<file path="config.mk">
export PLATFORM = sky130hd
export DESIGN_NAME = slave_port_flat
export DESIGN_NICKNAME = d
export VERILOG_FILES = /design/src/rtl/slave_port_if.sv /design/src/rtl/slave_port.sv /design/src/flat_wrapper.sv
export SDC_FILE = /design/constraint.sdc
export NUM_CORES = 1
export LEC_CHECK = 0
export ABC_AREA = 1
export CORE_MARGIN = 2
export CORE_UTILIZATION = 49
export DETAILED_ROUTE_END_ITERATION = 8
export PLACE_DENSITY_LB_ADDON = 0.08
export SLEW_MARGIN = 40
export SYNTH_ARGS = -nofsm -noshare
export SYNTH_HDL_FRONTEND = slang
export SYNTH_SLANG_ARGS = --single-unit
</file>
<file path="constraint.sdc">
create_clock -name CLK -period 1.8 [get_ports CLK]
set_clock_uncertainty 0.2 [all_clocks]
set_input_delay 0.45 -clock CLK [delete_from_list [all_inputs] [get_ports CLK]]
set_output_delay 0.45 -clock CLK [all_outputs]
set_load 0.01 [all_outputs]
</file>
<file path="src/rtl/slave_port_if.sv">
// Bus-side and memory-side signal bundle for slave_port.
// The slave modport is the port's view; master is the bus/memory environment's view.
interface slave_port_if #(
    parameter int ADDR_W = 12,
    parameter int DATA_W = 8
);
    logic              S_SEL;
    logic              B_UTIL;
    logic              B_BUS_OUT;
    logic              B_SPL_RESUME;
    logic              S_DOUT;
    logic              S_DVALID;
    logic              S_SBSY;
    logic              S_DONE;
    logic              S_SPLIT;
    logic              S_RESUME_REQ;
    logic [ADDR_W-1:0] M_ADDR;
    logic [DATA_W-1:0] M_WDATA;
    logic              M_WEN;
    logic              M_REN;
    logic [DATA_W-1:0] M_RDATA;
    logic              M_RVALID;

    modport slave (
        input  S_SEL, B_UTIL, B_BUS_OUT, B_SPL_RESUME, M_RDATA, M_RVALID,
        output S_DOUT, S_DVALID, S_SBSY, S_DONE, S_SPLIT, S_RESUME_REQ,
        output M_ADDR, M_WDATA, M_WEN, M_REN
    );

    modport master (
        output S_SEL, B_UTIL, B_BUS_OUT, B_SPL_RESUME, M_RDATA, M_RVALID,
        input  S_DOUT, S_DVALID, S_SBSY, S_DONE, S_SPLIT, S_RESUME_REQ,
        input  M_ADDR, M_WDATA, M_WEN, M_REN
    );
endinterface

</file>
<file path="src/rtl/slave_port.sv">
// Serial-bus slave port: deserialises mode/address/data frames, drives a local memory, serialises read data.
// Define SLAVE_SPLIT_EN to compile in split-transaction support for slow memory reads.
module slave_port #(
    parameter int ADDR_W     = 12,
    parameter int DATA_W     = 8,
    parameter int SPLIT_WAIT = 4
) (
    input  logic CLK,
    input  logic RST,
    slave_port_if.slave bus
);
    localparam int CNT_W  = $clog2((ADDR_W > DATA_W ? ADDR_W : DATA_W) + 1);
    localparam int WAIT_W = $clog2(SPLIT_WAIT + 1);
    localparam logic [CNT_W-1:0]  ADDR_LAST = CNT_W'(ADDR_W - 1);
    localparam logic [CNT_W-1:0]  DATA_LAST = CNT_W'(DATA_W - 1);
    localparam logic [WAIT_W-1:0] WAIT_MAX  = WAIT_W'(SPLIT_WAIT);

    typedef enum logic [2:0] {IDLE, ADDR, WDATA, MEMWR, MEMRD, SPLIT, RDATA, DONE} state_e;

    state_e            state_q, state_d;
    logic              mode_q, mode_d;
    logic [CNT_W-1:0]  bit_cnt_q, bit_cnt_d;
    logic [WAIT_W-1:0] wait_cnt_q, wait_cnt_d;
    logic [ADDR_W-1:0] addr_q, addr_d;
    logic [DATA_W-1:0] wdata_q, wdata_d;
    logic [DATA_W-1:0] rdata_q, rdata_d;
`ifdef SLAVE_SPLIT_EN
    logic              resume_q, resume_d;
    logic              split_pulse;
`endif

    always_comb begin
        // NOTE: every variable gets its hold value first so no path through the case infers a latch.
        state_d    = state_q;
        mode_d     = mode_q;
        bit_cnt_d  = bit_cnt_q;
        wait_cnt_d = wait_cnt_q;
        addr_d     = addr_q;
        wdata_d    = wdata_q;
        rdata_d    = rdata_q;
`ifdef SLAVE_SPLIT_EN
        resume_d    = resume_q;
        split_pulse = 1'b0;
`endif
        case (state_q)
            IDLE: begin
                if (bus.S_SEL && bus.B_UTIL) begin
                    mode_d    = bus.B_BUS_OUT;
                    bit_cnt_d = '0;
                    state_d   = ADDR;
                end
            end
            ADDR: begin
                if (!bus.B_UTIL) begin
                    bit_cnt_d = '0;
                    state_d   = IDLE;
                end else begin
                    addr_d = {bus.B_BUS_OUT, addr_q[ADDR_W-1:1]};
                    if (bit_cnt_q == ADDR_LAST) begin
                        bit_cnt_d  = '0;
                        wait_cnt_d = '0;
                        state_d    = mode_q ? WDATA : MEMRD;
                    end else begin
                        bit_cnt_d = bit_cnt_q + 1'b1;
                    end
                end
            end
            WDATA: begin
                if (!bus.B_UTIL) begin
                    bit_cnt_d = '0;
                    state_d   = IDLE;
                end else begin
                    wdata_d = {bus.B_BUS_OUT, wdata_q[DATA_W-1:1]};
                    if (bit_cnt_q == DATA_LAST) begin
                        bit_cnt_d = '0;
                        state_d   = MEMWR;
                    end else begin
                        bit_cnt_d = bit_cnt_q + 1'b1;
                    end
                end
            end
            MEMWR: state_d = DONE;
            MEMRD: begin
                // wait_cnt_q == 0 marks the strobe cycle; the counter saturates so the strobe never repeats
                if (wait_cnt_q != WAIT_MAX) wait_cnt_d = wait_cnt_q + 1'b1;
                if (wait_cnt_q != '0 && bus.M_RVALID) begin
                    rdata_d    = bus.M_RDATA;
                    bit_cnt_d  = '0;
                    wait_cnt_d = '0;
                    state_d    = RDATA;
                end
`ifdef SLAVE_SPLIT_EN
                else if (wait_cnt_q == WAIT_MAX) begin
                    split_pulse = 1'b1;
                    wait_cnt_d  = '0;
                    state_d     = SPLIT;
                end
`endif
            end
`ifdef SLAVE_SPLIT_EN
            SPLIT: begin
                if (!resume_q) begin
                    if (bus.M_RVALID) begin
                        rdata_d  = bus.M_RDATA;
                        resume_d = 1'b1;
                    end
                end else if (bus.B_SPL_RESUME) begin
                    resume_d  = 1'b0;
                    bit_cnt_d = '0;
                    state_d   = RDATA;
                end
            end
`endif
            RDATA: begin
                if (!bus.B_UTIL) begin
                    bit_cnt_d = '0;
                    state_d   = IDLE;
                end else begin
                    rdata_d = rdata_q >> 1;
                    if (bit_cnt_q == DATA_LAST) begin
                        bit_cnt_d = '0;
                        state_d   = DONE;
                    end else begin
                        bit_cnt_d = bit_cnt_q + 1'b1;
                    end
                end
            end
            DONE:    state_d = IDLE;
            default: state_d = IDLE;
        endcase
    end

    // NOTE: registers update with non-blocking assignments; reset is synchronous and clears every flop.
    always_ff @(posedge CLK) begin
        if (RST) begin
            state_q    <= IDLE;
            mode_q     <= 1'b0;
            bit_cnt_q  <= '0;
            wait_cnt_q <= '0;
            addr_q     <= '0;
            wdata_q    <= '0;
            rdata_q    <= '0;
`ifdef SLAVE_SPLIT_EN
            resume_q   <= 1'b0;
`endif
        end else begin
            state_q    <= state_d;
            mode_q     <= mode_d;
            bit_cnt_q  <= bit_cnt_d;
            wait_cnt_q <= wait_cnt_d;
            addr_q     <= addr_d;
            wdata_q    <= wdata_d;
            rdata_q    <= rdata_d;
`ifdef SLAVE_SPLIT_EN
            resume_q   <= resume_d;
`endif
        end
    end

    assign bus.S_SBSY   = (state_q != IDLE);
    assign bus.S_DVALID = (state_q == RDATA);
    assign bus.S_DOUT   = (state_q == RDATA) && rdata_q[0];
    assign bus.S_DONE   = (state_q == DONE);
    assign bus.M_WEN    = (state_q == MEMWR);
    assign bus.M_REN    = (state_q == MEMRD) && (wait_cnt_q == '0);
    assign bus.M_ADDR   = addr_q;
    assign bus.M_WDATA  = wdata_q;

`ifdef SLAVE_SPLIT_EN
    assign bus.S_SPLIT      = split_pulse;
    assign bus.S_RESUME_REQ = resume_q;
`else
    logic unused_split;
    assign unused_split     = bus.B_SPL_RESUME;
    assign bus.S_SPLIT      = 1'b0;
    assign bus.S_RESUME_REQ = 1'b0;
`endif
endmodule

</file>
<file path="src/flat_wrapper.sv">
// flat-port wrapper written by rule: the top's interface ports become plain ports
module slave_port_flat 
#(
    parameter int ADDR_W     = 12,
    parameter int DATA_W     = 8,
    parameter int SPLIT_WAIT = 4
)
  (CLK, RST, bus_S_SEL, bus_B_UTIL, bus_B_BUS_OUT, bus_B_SPL_RESUME, bus_M_RDATA, bus_M_RVALID, bus_S_DOUT, bus_S_DVALID, bus_S_SBSY, bus_S_DONE, bus_S_SPLIT, bus_S_RESUME_REQ, bus_M_ADDR, bus_M_WDATA, bus_M_WEN, bus_M_REN);
  slave_port_if #(.ADDR_W(ADDR_W), .DATA_W(DATA_W)) bus_i ();
  input  logic CLK;
  input  logic RST;
  input wire logic [$bits(bus_i.S_SEL)-1:0] bus_S_SEL;
  input wire logic [$bits(bus_i.B_UTIL)-1:0] bus_B_UTIL;
  input wire logic [$bits(bus_i.B_BUS_OUT)-1:0] bus_B_BUS_OUT;
  input wire logic [$bits(bus_i.B_SPL_RESUME)-1:0] bus_B_SPL_RESUME;
  input wire logic [$bits(bus_i.M_RDATA)-1:0] bus_M_RDATA;
  input wire logic [$bits(bus_i.M_RVALID)-1:0] bus_M_RVALID;
  output wire logic [$bits(bus_i.S_DOUT)-1:0] bus_S_DOUT;
  output wire logic [$bits(bus_i.S_DVALID)-1:0] bus_S_DVALID;
  output wire logic [$bits(bus_i.S_SBSY)-1:0] bus_S_SBSY;
  output wire logic [$bits(bus_i.S_DONE)-1:0] bus_S_DONE;
  output wire logic [$bits(bus_i.S_SPLIT)-1:0] bus_S_SPLIT;
  output wire logic [$bits(bus_i.S_RESUME_REQ)-1:0] bus_S_RESUME_REQ;
  output wire logic [$bits(bus_i.M_ADDR)-1:0] bus_M_ADDR;
  output wire logic [$bits(bus_i.M_WDATA)-1:0] bus_M_WDATA;
  output wire logic [$bits(bus_i.M_WEN)-1:0] bus_M_WEN;
  output wire logic [$bits(bus_i.M_REN)-1:0] bus_M_REN;
  assign bus_i.S_SEL = bus_S_SEL;
  assign bus_i.B_UTIL = bus_B_UTIL;
  assign bus_i.B_BUS_OUT = bus_B_BUS_OUT;
  assign bus_i.B_SPL_RESUME = bus_B_SPL_RESUME;
  assign bus_i.M_RDATA = bus_M_RDATA;
  assign bus_i.M_RVALID = bus_M_RVALID;
  assign bus_S_DOUT = bus_i.S_DOUT;
  assign bus_S_DVALID = bus_i.S_DVALID;
  assign bus_S_SBSY = bus_i.S_SBSY;
  assign bus_S_DONE = bus_i.S_DONE;
  assign bus_S_SPLIT = bus_i.S_SPLIT;
  assign bus_S_RESUME_REQ = bus_i.S_RESUME_REQ;
  assign bus_M_ADDR = bus_i.M_ADDR;
  assign bus_M_WDATA = bus_i.M_WDATA;
  assign bus_M_WEN = bus_i.M_WEN;
  assign bus_M_REN = bus_i.M_REN;
  slave_port #(.ADDR_W(ADDR_W), .DATA_W(DATA_W), .SPLIT_WAIT(SPLIT_WAIT)) u_core (.CLK(CLK), .RST(RST), .bus(bus_i));
endmodule
</file>
==> reports/qor.txt <==
GRT overflow = 0
Worst setup margin = -0.0228 ns
Lkg Pwr = 1.25 nW
Async SR Flop Fraction = 0%
Fin nets = 352
Largest net degree at the start of global routing = 21
CTS tree = done
Setup TNS = -0.0228 ns
Register area = 795 µm²
P&R area growth vs syn = 39.0%
Average size of a mapped cell = 6.82 µm²
#FFs+latches synth = 39
Yosys warnings = 0
Total routed wirelength = 4.34 mm
Synth top cells by count = nand2_1 (61), dfxtp_1 (39), nor2_1 (37)
Hold buffer count at cts = 0
FILL cells = 327
WP data required = 1.15 ns
Cells on worst reg2reg path = 9
Multi-input logic area = 963 µm²
ANT nets after route = 0
Max_cap viols = 0
Overall routing resource usage = 22.6%
Yosys top cell area share = 41.6%
Iter 0 DRT Violations = 169
N_diodes = 0
H-tree Lvls = 2
Routed metal-1 wire length = 2.00 mm
Achievable Freq = 549 MHz
Clk Latency, worst-skew pair = 0.29 ns
Status = finished with violations
Peak VDD IR = 0.000586 V
Vias in the first global route = 1699
Met2 wire len = 2.10 mm
Total CTS buffers = 5
Worst-path clk slew = 0.08 ns
Reg-to-reg critical path startpoint = u_core.state_q[1]
Clock buffer depth = 2
GPL Wtd Cong = 0.866
I/O pin count = 43
Reg2reg end = u_core.wait_cnt_q[0]
Sequential fraction of the synthesis area = 41.6%
CTS Sinks = 39
Prevailing post-synth register cell = dfxtp_1
Number of flops mapped to enable cells by yosys = 0
Drt wl/cell = 11.3 µm
Initial Util = 51.2%
Hold WC Path Type = reg -> reg
Die span in x = 65.9 µm
Die area = 0.00434 mm²
Final Max Slew Viols = 0
Endpoint class of the critical path = primary output
Post-Synthesis Cells = 275
Min Tclk post-route = 1.82 ns
Fin. Hold Viols = 0
Antenna violations before repair = 0
Site Rows = 22
Post-synth top area cell = dfxtp_1
CP Launch Type = flip-flop
First-pass GRT wire length = 7.60 mm
Fin util = 71.2%
Final period util = 101%
Pre-Repair DR Iteration Count = 4
Most common cell in the netlist = nand2_1
DPL Wire Length = 2.96 mm
Root Buffer Master = clkbuf_8
Share of layout cells above drive strength 1 = 20.9%
DR DRC count = 0
Crit path from = u_core.state_q[1]
Worst-path maximum fanout = 7
Ratio of total power to cell area = 991 mW/mm²
Ranking of synthesized cells by area = dfxtp_1 (42%), nand2_1 (12%), nor2_1 (7.4%)
Die Y = 65.9 µm
Buffers on Ports = 39
Pre-CTS WS = -0.306 ns
Wire length on met3 = 213 µm
Critical path destination = bus_M_REN
Via count = 1885
Routed vias/inst = 4.92
Setup slack, reg-to-reg = 0.15 ns
Violated checks = setup timing
WS Path Type = reg -> out
Post-Syn Area = 0.00188 mm²
Final setup fails = 1
CORE AREA = 0.00366 mm²
Top Layer Used = met4
Cell variety after synth = 23
CP arrival = 1.17 ns
[final cells by class]
type	instances	share of cell area [%]
clock buffers	6	3.17
flip-flops and latches	39	30.5
well taps	48	2.30
repair buffers	64	20.9
multi-input cells	194	37.0
clock inverters	2	1.34
inverters	30	4.85
[critical path, cell delays in order, from the launching register on]
cell and delay (ns):
dfxtp_4 0.39, nor2_1 0.17, nand2_2 0.09, nor2_1 0.09, buf_2 0.13
[how the worst min path moves through the flow]
stage / start / endpoint / slack [ns] / depth (start not counted)
floorplan: u_core.rdata_q[1] / u_core.rdata_q[1] / 0.22 / 2
global placement: u_core.rdata_q[2] / u_core.rdata_q[2] / 0.24 / 2
detailed placement: u_core.rdata_q[2] / u_core.rdata_q[2] / 0.24 / 2
CTS: u_core.rdata_q[2] / u_core.rdata_q[2] / 0.25 / 2
global route: u_core.rdata_q[5] / u_core.rdata_q[5] / 0.28 / 2
finish: u_core.rdata_q[2] / u_core.rdata_q[2] / 0.25 / 2
[metrics by stage]
step | hold WS [ns] | power, mW | std cells | instance area, µm²
after floorplan | 0.225 | 1.47 | 276 | 1880
after global placement | 0.240 | 1.76 | 372 | 2420
after detailed placement | 0.244 | 1.77 | 372 | 2420
after CTS | 0.255 | 2.53 | 381 | 2550
after global routing | 0.284 | 2.76 | 383 | 2610
final | 0.253 | 2.58 | 383 | 2610
[metal layers]
metal / GRT usage [%] / vias to the layer above
met4: 5.47 / 0
met2: 35.5 / 40
li1: - / 991
met5: 0 / -
met3: 5.11 / 3
met1: 31.3 / 851
[cells in the final DEF, fill, tap and decap left out, types with 3 or more instances in the layout]
master	instances
nand2_2	4
nand2_1	59
clkdlybuf4s50_1	12
o21ai_0	22
dfxtp_4	3
dlygate4sd2_1	21
o21ai_1	4
inv_1	20
buf_2	4
nand3_1	24
inv_2	6
dfxtp_1	34
nor2_4	5
a21oi_1	26
clkbuf_8	6
buf_4	23
nor2_1	36
[state kept, by name, summed over array words and instances, names as in the netlist]
signal              flops
u_core.state_q          3
u_core.bit_cnt_q        4
u_core.wait_cnt_q       3
u_core.bus.M_ADDR      12
u_core.bus.M_WDATA      8
u_core.mode_q           1
u_core.rdata_q          8
[power by group]
group	total [mW]	internal (mW)	switching, mW	leakage, nW
clock network	0.755	0.448	0.307	0.0612
logic	0.849	0.344	0.505	0.872
registers	0.977	0.922	0.0558	0.318
total	2.58	1.71	0.867	1.25
[logic make-up (layout without fill, tap and decap cells)]
family,after synthesis,count (layout),synth area share [%]
AOI/OAI and AO/OA,53,53,14.7
adders and majority gates,3,3,2.00
buffers and inverters,43,102,9.74
DFF,39,39,41.6
other,1,2,0.200
and+or+nand+nor,136,136,31.7
[repair_timing]
action / in CTS / in global routing
buffers inserted: 1 / 2
setup endpoints to repair: 29 / 15
gates resized for setup: 49 / 21
pin swaps: 0 / 2
Power figures use the tool's default switching activity.
